--- src/rtl/sound_sequencer.sv ---
// Sound-effect sequencer: accepts one-cycle play requests, arbitrates them by
// fixed priority and steps through a short note table, driving a square-wave
// speaker pin. All outputs are registered.
module sound_sequencer #(
  parameter int NOTE_TICKS    = 2_500_000,
  parameter int GAP_TICKS     = 250_000,
  parameter int TONE_PRESCALE = 100
) (
  input  logic       clk,
  input  logic       reset,
  input  logic       play_req,
  input  logic [1:0] sound_sel,
  input  logic       mute,
  output logic       speaker,
  output logic       busy,
  output logic [1:0] active_sound,
  output logic [1:0] note_idx,
  output logic       done
);

  // One counter times both TONE and GAP, so it is sized for the longer one.
  localparam int DUR_MAX = (NOTE_TICKS > GAP_TICKS) ? NOTE_TICKS : GAP_TICKS;
  localparam int DUR_W   = $clog2(DUR_MAX + 1);
  localparam int PRE_W   = $clog2(TONE_PRESCALE + 1);
  localparam int TONE_W  = 9;

  localparam logic [DUR_W-1:0] NOTE_LAST = DUR_W'(NOTE_TICKS - 1);
  localparam logic [DUR_W-1:0] GAP_LAST  = DUR_W'((GAP_TICKS > 0) ? GAP_TICKS - 1 : 0);
  localparam logic [PRE_W-1:0] PRE_LAST  = PRE_W'(TONE_PRESCALE - 1);

  typedef enum logic [1:0] {
    IDLE = 2'd0,
    TONE = 2'd1,
    GAP  = 2'd2
  } state_t;

  state_t              state, state_n;
  logic [DUR_W-1:0]    dur_cnt, dur_n;
  logic [PRE_W-1:0]    pre_cnt, pre_n;
  logic [TONE_W-1:0]   tone_cnt, tone_n;
  logic                tone_ph, ph_n;
  logic [1:0]          active_n, idx_n;
  logic                done_n, busy_n, speaker_n;
  logic                tone_end, gap_end, is_last, seq_end, accept;
  logic [TONE_W-1:0]   half;

  // Half-period, in tone ticks, of note idx of sound snd.
  function automatic logic [TONE_W-1:0] half_period(input logic [1:0] snd,
                                                    input logic [1:0] idx);
    logic [TONE_W-1:0] hp;
    hp = 9'd239;
    case (snd)
      2'd0: hp = 9'd119;                                   // UI_PRESS: C6
      2'd1: begin                                          // NEXTLEVEL: C5 E5 G5
        case (idx)
          2'd0:    hp = 9'd239;
          2'd1:    hp = 9'd190;
          default: hp = 9'd159;
        endcase
      end
      2'd2: begin                                          // CRASH: G5 E5 C5 C4
        case (idx)
          2'd0:    hp = 9'd159;
          2'd1:    hp = 9'd190;
          2'd2:    hp = 9'd239;
          default: hp = 9'd478;
        endcase
      end
      default: begin                                       // CELEBRATION: C5 E5 G5 C6
        case (idx)
          2'd0:    hp = 9'd239;
          2'd1:    hp = 9'd190;
          2'd2:    hp = 9'd159;
          default: hp = 9'd119;
        endcase
      end
    endcase
    return hp;
  endfunction

  // Index of the final note of each sound.
  function automatic logic [1:0] last_note(input logic [1:0] snd);
    logic [1:0] ln;
    case (snd)
      2'd0:    ln = 2'd0;
      2'd1:    ln = 2'd2;
      default: ln = 2'd3;
    endcase
    return ln;
  endfunction

  // Arbitration rank: CRASH > CELEBRATION > NEXTLEVEL > UI_PRESS.
  function automatic logic [1:0] prio(input logic [1:0] snd);
    logic [1:0] p;
    case (snd)
      2'd0:    p = 2'd0;
      2'd1:    p = 2'd1;
      2'd2:    p = 2'd3;
      default: p = 2'd2;
    endcase
    return p;
  endfunction

  // Next-state, counter and output logic.
  always_comb begin
    state_n  = state;
    dur_n    = dur_cnt;
    pre_n    = pre_cnt;
    tone_n   = tone_cnt;
    ph_n     = tone_ph;
    active_n = active_sound;
    idx_n    = note_idx;
    done_n   = 1'b0;

    half     = half_period(active_sound, note_idx);
    tone_end = (state == TONE) && (dur_cnt == NOTE_LAST);
    gap_end  = (state == GAP) && (dur_cnt == GAP_LAST);
    is_last  = (note_idx == last_note(active_sound));
    seq_end  = ((GAP_TICKS == 0) ? tone_end : gap_end) && is_last;
    // A request at the natural end edge is taken regardless of rank.
    accept   = play_req && ((state == IDLE) || seq_end ||
                            (prio(sound_sel) >= prio(active_sound)));

    if (accept) begin
      state_n  = TONE;
      dur_n    = '0;
      pre_n    = '0;
      tone_n   = '0;
      ph_n     = 1'b0;
      active_n = sound_sel;
      idx_n    = 2'd0;
    end else begin
      case (state)
        TONE: begin
          if (tone_end) begin
            dur_n  = '0;
            pre_n  = '0;
            tone_n = '0;
            ph_n   = 1'b0;
            if (GAP_TICKS > 0) begin
              state_n = GAP;
            end else if (is_last) begin
              state_n = IDLE;
              done_n  = 1'b1;
            end else begin
              idx_n = note_idx + 2'd1;
            end
          end else begin
            dur_n = dur_cnt + DUR_W'(1);
            if (pre_cnt == PRE_LAST) begin
              pre_n = '0;
              if (tone_cnt == half - TONE_W'(1)) begin
                tone_n = '0;
                ph_n   = ~tone_ph;
              end else begin
                tone_n = tone_cnt + TONE_W'(1);
              end
            end else begin
              pre_n = pre_cnt + PRE_W'(1);
            end
          end
        end
        GAP: begin
          if (gap_end) begin
            dur_n = '0;
            if (is_last) begin
              state_n = IDLE;
              done_n  = 1'b1;
            end else begin
              state_n = TONE;
              idx_n   = note_idx + 2'd1;
            end
          end else begin
            dur_n = dur_cnt + DUR_W'(1);
          end
        end
        default: begin
          state_n = IDLE;
        end
      endcase
    end

    busy_n    = (state_n != IDLE);
    // Mute only gates the pin; the tone phase keeps running underneath.
    speaker_n = (state_n == TONE) && ph_n && !mute;
  end

  // State, counters and registered outputs.
  always_ff @(posedge clk) begin
    if (reset) begin
      state        <= IDLE;
      dur_cnt      <= '0;
      pre_cnt      <= '0;
      tone_cnt     <= '0;
      tone_ph      <= 1'b0;
      active_sound <= 2'd0;
      note_idx     <= 2'd0;
      done         <= 1'b0;
      busy         <= 1'b0;
      speaker      <= 1'b0;
    end else begin
      state        <= state_n;
      dur_cnt      <= dur_n;
      pre_cnt      <= pre_n;
      tone_cnt     <= tone_n;
      tone_ph      <= ph_n;
      active_sound <= active_n;
      note_idx     <= idx_n;
      done         <= done_n;
      busy         <= busy_n;
      speaker      <= speaker_n;
    end
  end

endmodule

--- config.mk ---
export PLATFORM = sky130hd
export DESIGN_NAME = sound_sequencer
export DESIGN_NICKNAME = d
export VERILOG_FILES = /design/src/rtl/sound_sequencer.sv
export SDC_FILE = /design/constraint.sdc
export NUM_CORES = 1
export LEC_CHECK = 0
export BUFFER_PORTS_ARGS = -buffer_cell sky130_fd_sc_hd__buf_2
export CAP_MARGIN = 20
export CORE_MARGIN = 2
export CORE_UTILIZATION = 30
export CTS_CLUSTER_DIAMETER = 60
export CTS_CLUSTER_SIZE = 12
export DETAILED_ROUTE_END_ITERATION = 12
export SLEW_MARGIN = 0
export SYNTH_ARGS = -nofsm -noshare
export SYNTH_HDL_FRONTEND = slang
export SYNTH_SLANG_ARGS = --single-unit
--- constraint.sdc ---
create_clock -name clk -period 2.8 [get_ports clk]
set_input_delay 0 -clock clk [delete_from_list [all_inputs] [get_ports clk]]
set_output_delay 0 -clock clk [all_outputs]
set_load 0.05 [all_outputs]
# == Yosys cells after proc, flatten, opt, wreduce, memory -nomap -nowiden ==
# Cells that the tools add are included.
# word_totals
register_bits,48
# classes
bitwise_logic,4
add_sub_neg,5
muxes,26
n_reduce_logical,20
n_eq_ne,14
order_cmp,1
# ops
cell,count
one-hot mux 9 bit (3 select lines),2
2-to-1 mux 22 bit,2
one-hot mux 22 bit (2 select lines),1
2-to-1 mux 9 bit,3
one-hot mux 8 bit (3 select lines),1
"adder 22 x 1 -> 22 bit, second input constant",1
"equality test 22 x 18 -> 1 bit, second input constant",1
"equality test 22 bit, second input constant",1
2-to-1 mux 7 bit,2
one-hot mux 7 bit (2 select lines),1
one-hot mux 2 bit (3 select lines),2
"equality test 2 x 1 -> 1 bit, second input constant",5
"adder 9 x 1 -> 9 bit, second input constant",1
equality test 9 bit,1
"subtractor 9 x 1 -> 9 bit, second input constant",1
"equality test 2 bit, second input constant",4
logical NOT 2 bit,4
one-hot mux 2 bit (2 select lines),2
"adder 7 x 1 -> 7 bit, second input constant",1
"equality test 7 bit, second input constant",1
2-to-1 mux 1 bit,7
logical AND 1 bit,6
2-to-1 mux 2 bit,3
nonzero test 2 bit,3
10 further kinds,14

# == Logic depth before layout (Yosys ltp) ==
# Gate-level depths: netlist of the first run.
# depth
depth_word,12
ltp_mapped,11

# == Least setup slack after synthesis of the first run ==
# Ideal clock, no wire load.
# synth_path
kind,flip-flop to flip-flop
start,register active_sound[0]
end,register tone_cnt[3]
setup_slack_ns,0.055
required_ns,2.736
arrival_ns,2.681
path_stages_with_launch,11
cell_sequence,dfxtp_1 inv_1 ha_1 ha_1 nand2b_1 a211o_1 a21oi_1 nand3_1 or2_2 buf_2 nor2_1
# synth_between
elab_chain_len,8
elab_cells_between_ends,18
classes_between,1 x add/sub; 1 x order compare; 4 x eq/ne; 6 x mux; 6 x reduce/logical
# synth_lines
element,line_no,text
start: declaration,16,"output logic [1:0] active_sound,"
start signal: assignment,207,active_sound <= active_n;
branches (longest 8 deep; another with subtractor 9 x 1 -> 9 bit),n/a,
end signal: assignment,205,tone_cnt <= tone_n;
end: declaration,40,"logic [TONE_W-1:0] tone_cnt, tone_n;"
# Parallel ways; which one is timed is not known. The select of a mux whose other input is x is not followed.
# A chain may end at the register's enable or synchronous reset.

# == Worst setup path in the final report of the first run ==
# layout_path
start,register state[0]
end,register speaker
# layout_between
elab_chain_len,10
elab_cells_between_ends,19
classes_between,3 x eq/ne; 7 x mux; 9 x reduce/logical
# layout_lines
element,line_no,text
start: declaration,37,"state_t state, state_n;"
start signal: assignment,202,state <= state_n;
branches (longest 8 deep; another with equality test 2 bit),n/a,
logical AND 1 bit * (2 in a row),185,speaker_n = (state_n == TONE) && ph_n && !mute;
end signal: assignment,211,speaker <= speaker_n;
end: declaration,14,"output logic speaker,"
# Every way passes the cells marked *.

==> summary.md, run 1 <==
| Metric | Value |
|---|---|
| Number of synthesized flops with an enable pin | `0` |
| GR Util met2 | `between 20% and 30%` |
| Top FF cell, synth | `dfxtp_1` |
| PD cells | `between 400 and 500 nW/um2` |
| DRC viols | `0` |
| Reg2reg setup slack | `0.30 ns` |
| Yosys reg bits | `48` |
| Status | `finished, final reports clean` |
| Antenna cells | `0` |
| Vias per cell | `roughly 5.1` |
| CTS root buf | `clkbuf_8` |
| PostCTS Resize Cnt | `0` |
| Fillers | `about 1000` |
| IO Pins | `13` |
| Post-route antenna net violation count | `0` |
| Avg WL per Cell | `roughly 13 um` |
| Row cnt | `35` |
| Slew @ Worst Pin | `0.614 ns` |
| Max VDD drop | `around 160 uV` |
| DIE WIDTH | `101 um` |
| Max-cap violations | `0` |
| Area of the multi-input gates | `between 1500 and 2000 um2` |
| Main area contributors after synthesis | `dfxtp_1, ha_1, nor2_1, xor2_1, xnor2_1` |
| CTS buffer count | `5` |
| Worst Path Class, Setup | `register to register` |
| Total Wirelength | `6110 um` |
| Die height | `approximately 100 um` |
| Synthesized area per cell | `roughly 8.4 um2` |
| DIE AREA | `approximately 10000 um2` |
| Met1 Use GR | `between 15 and 20%` |
| Area growth syn-to-layout | `10.9%` |
| CP required | `3.01 ns` |
| HP Class | `primary input to register` |
| Share of the yosys chip area belonging to registers | `33.9%` |
| Post-Synthesis Cell Area | `roughly 2800 um2` |
| Global router's overall resource usage | `about 13%` |
| CTS tree | `yes` |
| Worst-Skew Late Latency | `between 0.3 and 0.4 ns` |
| Final estimated routing congestion in global placement | `around 0.82` |
| Synth Warn # | `0` |
| DP HPWL | `between 4000 and 5000 um` |
| Final nets | `between 300 and 400` |
| Setup repair after global routing missed its margin | `false` |
| Initial drt markers | `between 100 and 150` |
| Slew Limit Fails | `0` |
| Final setup viols | `0` |
| Hold-fix buffers, CTS | `4` |
| Total grt overflow | `0` |
| Initial antenna violation count | `0` |
| Largest area contributor in the synthesized netlist | `dfxtp_1` |
| Met3 Usage GRT | `roughly 2.6%` |
| Dpl cells | `approximately 450` |
| Startpoint types | `register` |
| Worst hold slack | `slightly above 0.06 ns` |
| Number of global-route vias before repair | `2258` |
| Critical Path AT | `approximately 2.7 ns` |
| Layout Skew | `0.0135 ns` |
| Initial Utilization | `a little under a third` |
| Mapped Cells | `~340` |
| Non-Filler Instances | `466` |
| Layer with the highest usage | `met2` |
| Iteration count of the initial detailed-routing pass | `5` |
| # H-tree levels | `2` |
| Fin crit period | `between 2 and 2.5 ns` |
| Post-synth top area share | `between 30% and 40%` |
| Library cells used by synthesis | `54` |
| Final period util | `roughly 90%` |
| Final hold vios | `0` |
| Num Clock Sinks | `48` |
| Global-route wire length before repair | `roughly 10000 um` |
| Max Freq | `about 0.4 GHz` |
| Fin util | `approximately a third` |
| Total power | `around 1.3 mW` |
| CTS max path bufs | `2` |
| Core area | `slightly above 9000 um2` |
| Synthesized net count | `approximately 360` |
| Largest net degree at the start of global routing | `21` |
| Total Neg Setup Slack | `0 ns` |
| Worst-path clk slew | `roughly 0.090 ns` |
| PortBufs | `12` |
| Register area | `between 900 and 1000 um2` |
| Ys async rst share | `0%` |
| Vias post-DR | `approximately 2400` |
| Post-CTS Setup Bufs | `0` |
| Crit Path Max Fanout | `6` |
| Crit end category | `register` |
| LEAKAGE | `1.06 nW` |
| Layout cells sized above 1 | `roughly an eighth` |
| Slew Limit Headroom | `58.7%` |
-- critical path, cell delays in order, from the launching register on --
cell	delay, ns
dfxtp_1	0.34
inv_1	0.08
ha_1	0.29
nor4b_1	0.26
nand4_1	0.15
or3_1	0.46
a21oi_1	0.19
o21ai_0	0.14
a41o_1	0.29
nor4_1	0.18
-- cells in the mapped netlist (3+ instances only) --
cell / instances
nand2b_1: 8
nand2_1: 27
nor2_2: 3
clkbuf_1: 6
or3_1: 4
ha_1: 19
nand3_1: 21
xnor2_1: 15
and2_1: 4
nor4_1: 3
o21ai_0: 6
and3_1: 4
a21oi_1: 13
a31oi_1: 3
xor2_1: 19
nor3_1: 10
and4_1: 3
dfxtp_1: 48
nor2_1: 46
nand3b_1: 3
inv_1: 9
nand4_1: 18
nor4b_1: 3
mux2i_1: 3
-- where the power goes --
group / switching [mW] / internal, mW / total (mW) / leakage [nW]
clock: 0.236 / 0.265 / 0.501 / 0.0552
combinational: 0.0733 / 0.0503 / 0.124 / 0.614
sequential: 0.00523 / 0.688 / 0.693 / 0.388
-- path summary, 6_finish.rpt --
| kind | start | endpoint | cells after the start |
|---|---|---|---|
| setup / recovery | state[0] | speaker | 9 |
| hold / removal | play_req | state[1] | 4 |
| setup reg to reg | state[0] | speaker | 9 |
| hold reg to reg | pre_cnt[1] | pre_cnt[1] | 2 |
-- metal layers --
metal,up-vias,part of all wire [%]
li1,1215,-
met1,1102,48
met2,36,47
met3,8,3.0
met4,0,1.4
met5,-,0
-- registers in the layout, summed over array words and instances (netlist names), 2 cells and up --
signal	flops
tone_cnt	9
active_sound	2
note_idx	2
state	2
dur_cnt	22
pre_cnt	7
-- cells in the final DEF (no fill, tap or decap), types with 3 or more instances in the layout --
master	count
or3_1	4
nand2b_1	8
dlygate4sd3_1	4
xor2_1	19
nor4_1	3
inv_1	9
dfxtp_1	48
clkbuf_8	5
and2_1	4
buf_2	12
nor2_2	3
nand3b_1	3
ha_1	19
a21oi_1	13
o21ai_0	6
nand2_1	27
nand4_1	18
xnor2_1	15
and4_1	3
nor3_1	10
nor2_1	46
buf_4	6
nor4b_1	3
and3_1	4
nand3_1	21
mux2i_1	3
a31oi_1	3
-- final cells by class --
class / count / area share, %
timing repair buffer: 22 / 4.62
tap: 111 / 4.42
clock inverter: 2 / 1.12
sequential: 48 / 30.6
inverter: 10 / 1.20
multi-input combinational: 267 / 55.7
clock buffer: 6 / 2.31
-- per-stage QoR --
step / instance area [um2] / worst slack (ns)
6_report: 3140 / 0.305
5_1_grt: 3140 / 0.0986
4_1_cts: 3140 / 0.283
3_5_place_dp: 2990 / 0.340
3_3_place_gp: 2990 / 0.363
2_1_floorplan: 2830 / 0.0554
-- cell families (layout without fill, tap and decap cells) --
kind of cell             Yosys count  in the layout  share of synthesized area, %
AND/OR/NAND/NOR                  173            173                          32.8
AO/OA/AOI/OAI                     37             37                          8.62
multiplexers                       4              4                          1.46
XOR/XNOR                          34             34                          10.5
adder cells (fa/ha/maj)           19             19                          8.40
flip-flops                        48             48                          33.9
buffers and inverters             23             40                          4.24
Power figures use the tool's default switching activity.
==> run 2: changes to the inputs <==
- ABC_AREA: default -> 1
==> run 2 against run 1 <==
Fmax is 5.0% higher. Non-clock buffer count is 7 lower. Cell count is 38% higher. Sequential share of layout area is 3.6 points lower. Largest cell class unchanged. Clock skew is 0.00093 ns higher.
==> summary.md, run 2 <==
| Metric | Value |
|---|---|
| Global-route wire length before repair | `13300 um (was 10400 um)` |
| Main area contributors after synthesis | `dfxtp_1, nand2_1, nand3_1, ha_1, inv_1 (was dfxtp_1, ha_1, nor2_1, xor2_1, xnor2_1)` |
| HP Class | `primary input to register (unchanged)` |
| Slew @ Worst Pin | `0.516 ns (was 0.614 ns)` |
| Synth Warn # | `0 (unchanged)` |
| Critical Path Most Common Cell | `inv_1` |
| Max VDD drop | `191 uV (was 160 uV)` |
| DP HPWL | `6090 um (was 4540 um)` |
| Synthesized area per cell | `6.62 um2 (was 8.38 um2)` |
| Max stage delay on crit path | `0.40 ns (was 0.46 ns)` |
| Setup repair after global routing missed its margin | `false (unchanged)` |
| Most common cell after layout, fill and taps aside | `nand2_1 (was dfxtp_1)` |
| Avg WL per Cell | `12.0 um (was 13.1 um)` |
| Dpl cells | `634 (was 454)` |
| Crit end category | `register (unchanged)` |
| Max Freq | `0.421 GHz (was 0.401 GHz)` |
| Final hold vios | `0 (unchanged)` |
| Initial Utilization | `30.4% (was 30.8%)` |
| Buf/Inv on CP | `3 (was 1)` |
| PD cells | `392 nW/um2 (was 420 nW/um2)` |
| Highest-count cells in the layout ignoring fill and taps | `nand2_1, inv_1, nor2_1, nand3_1, dfxtp_1 (was dfxtp_1, nor2_1, nand2_1, nand3_1)` |
| Worst hold slack | `0.0130 ns (was 0.0619 ns)` |
| CP max-delay cell | `dfxtp_1 (was or3_1)` |
| Antenna cells | `0 (unchanged)` |
| Largest Register | `dur_cnt (unchanged)` |
| CP required | `3.04 ns (was 3.01 ns)` |
| Layout cells sized above 1 | `9.72% (was 11.8%)` |
| Worst-path cell chain | `inv_1 > ha_1 > ha_1 > inv_1 > nand2_1 > a211oi_1 > nand2_2 > nand2_4 > nand2_4 > nor2_4 > inv_1 > nor3_1 (was inv_1 > ha_1 > nor4b_1 > nand4_1 > or3_1 > a21oi_1 > o21ai_0 > a41o_1 > nor4_1)` |
| Post-Synthesis Cell Area | `3260 um2 (was 2830 um2)` |
| DIE AREA | `11700 um2 (was 10200 um2)` |
| Initial drt markers | `167 (was 102)` |
| PortBufs | `12 (unchanged)` |
| Total grt overflow | `0 (unchanged)` |
| IO Pins | `13 (unchanged)` |
| Initial antenna violation count | `0 (unchanged)` |
| DRC viols | `0 (unchanged)` |
| Critical Path AT | `2.62 ns (was 2.71 ns)` |
| Worst Path Class, Setup | `register to register (unchanged)` |
| Most numerous cell in the Yosys netlist | `nand2_1 (was dfxtp_1)` |
| Core area | `10700 um2 (was 9200 um2)` |
| Post-route antenna net violation count | `0 (unchanged)` |
| Largest area contributor in the synthesized netlist | `dfxtp_1 (unchanged)` |
| Row cnt | `38 (was 35)` |
| Slew Limit Fails | `0 (unchanged)` |
| CTS buffer count | `5 (unchanged)` |
| Synthesized net count | `517 (was 363)` |
| Max FFs per register | `22 (unchanged)` |
| Status | `finished, final reports clean (unchanged)` |
| Post-synth top area share | `29.5% (was 33.9%)` |
| Post-CTS Setup Bufs | `0 (unchanged)` |
| Layout Skew | `0.0144 ns (was 0.0135 ns)` |
| Crit Path Max Fanout | `20 (was 6)` |
| Vias post-DR | `3063 (was 2361)` |
| Num Clock Sinks | `48 (unchanged)` |
| Ys async rst share | `0% (unchanged)` |
| Final period util | `84.9% (was 89.1%)` |
| Final setup viols | `0 (unchanged)` |
| Global router's overall resource usage | `14.1% (was 12.7%)` |
| Startpoint types | `register (unchanged)` |
| Worst-Skew Late Latency | `0.31 ns (about the same)` |
| CTS root buf | `clkbuf_8 (unchanged)` |
| Final estimated routing congestion in global placement | `0.876 (was 0.815)` |
| Critical path's top delay family | `simple AND/OR/NAND/NOR gates (unchanged)` |
| Fin crit period | `2.38 ns (was 2.50 ns)` |
| Final nets | `528 (was 379)` |
| Largest registers | `dur_cnt x22, tone_cnt x9, pre_cnt x7 (unchanged)` |
| Library cells used by synthesis | `35 (was 54)` |
| CTS tree | `yes (unchanged)` |
| Hold depth | `3 (was 4)` |
| Largest net degree at the start of global routing | `21 (unchanged)` |
| Mapped Cells | `492 (was 338)` |
| Critical path depth in cells | `12 (was 9)` |
| Iteration count of the initial detailed-routing pass | `4 (was 5)` |
| # H-tree levels | `2 (unchanged)` |
| Max-cap violations | `0 (unchanged)` |
| Leading cell types by count after synthesis | `nand2_1, inv_1, nor2_1, nand3_1, dfxtp_1 (was dfxtp_1, nor2_1, nand2_1, nand3_1)` |
| CTS max path bufs | `2 (unchanged)` |
| Die height | `108 um (was 101 um)` |
| Yosys reg bits | `48 (unchanged)` |
| Share of the yosys chip area belonging to registers | `29.5% (was 33.9%)` |
| Number of synthesized flops with an enable pin | `0 (unchanged)` |
| LEAKAGE | `1.42 nW (was 1.06 nW)` |
| Vias per cell | `4.76 (was 5.07)` |
| DIE WIDTH | `108 um (was 101 um)` |
| Top FF cell, synth | `dfxtp_1 (unchanged)` |
| Number of global-route vias before repair | `2914 (was 2258)` |
| Total Wirelength | `7750 um (was 6110 um)` |
| Worst-path clk slew | `0.11 ns (was 0.09 ns)` |
| Total Neg Setup Slack | `0 ns (unchanged)` |
| Non-Filler Instances | `644 (was 466)` |
| Slew Limit Headroom | `65.6% (was 58.7%)` |
| Area growth syn-to-layout | `9.30% (was 10.9%)` |
| Total power | `1.39 mW (was 1.32 mW)` |
| Reg2Reg Depth | `12 (was 9)` |
==> run 2: cell count changes after synthesis, sizes merged, moves of 4 or more <==
cell / before / now
nor3: 10 / 20
xnor2: 15 / 3
o21ai: 7 / 17
and2: 4 / 0
nor2: 49 / 69
inv: 10 / 64
nand3: 21 / 51
or3: 4 / 0
nor4b: 5 / 0
a21oi: 13 / 25
nand2: 28 / 116
nand2b: 8 / 0
==> run 2: final cells by class <==
class                   count  area [um2]
clock buffers               5        68.8
inverters                  64         243
flip-flops and latches     48         961
well taps                 140         175
fillers                  1204        7140
multi-input cells         369        1980
clock inverters             3        46.3
repair buffers             15        87.6
==> run 2: per-stage QoR <==
stage | setup slack, ns | util (%) | area (um2)
2_1_floorplan | 0.366 | - | 3260
3_3_place_gp | 0.523 | 32.0 | 3420
3_5_place_dp | 0.397 | 32.0 | 3420
4_1_cts | 0.375 | 33.3 | 3560
5_1_grt | 0.185 | 33.3 | 3560
6_report | 0.423 | 33.3 | 3560
==> run 2: logic make-up (layout without fill, tap and decap cells) <==
family                   after synthesis  count (layout)  synth area share (%)
AND/OR/NAND/NOR                      286             286                  41.0
buffers and inverters                 75              87                  9.76
flip-flops                            48              48                  29.5
AO/OA/AOI/OAI                         45              45                  7.26
adder cells (fa/ha/maj)               19              19                  7.30
XOR/XNOR                              19              19                  5.11
==> run 2: tightest hold or removal path, cell delays in order <==
cell and delay, ns:
buf_2 0.12, nand2_4 0.10, a21oi_1 0.07
==> run 2: worst paths after layout <==
| path | start | endpoint | slack (ns) |
|---|---|---|---|
| setup / recovery | active_sound[0] | pre_cnt[4] | 0.42 |
| hold / removal | play_req | active_sound[1] | 0.01 |
| setup reg to reg | active_sound[0] | pre_cnt[4] | 0.42 |
| hold reg to reg | dur_cnt[1] | dur_cnt[1] | 0.50 |
==> run 2: metal layers <==
layer | part of all wire (%) | GRT usage [%] | routed length (um)
met4 | 1.9 | 4.58 | 146
met5 | 0 | 0 | 0
met3 | 4.4 | 2.29 | 344
met2 | 48 | 24.5 | 3720
met1 | 46 | 17.8 | 3540
==> run 2: what timing repair did <==
| action | in CTS | in global routing |
|---|---|---|
| hold buffers | 2 | 0 |
| resized for setup | 0 | 0 |
| hold endpoints to repair | 3 | 0 |
| endpoints found under the setup margin | 0 | 0 |
==> run 2: power breakdown <==
part | total [mW] | internal [mW] | switching, mW
Sequential | 0.693 | 0.688 | 0.00517
Combinational | 0.171 | 0.0526 | 0.119
Clock | 0.530 | 0.270 | 0.260
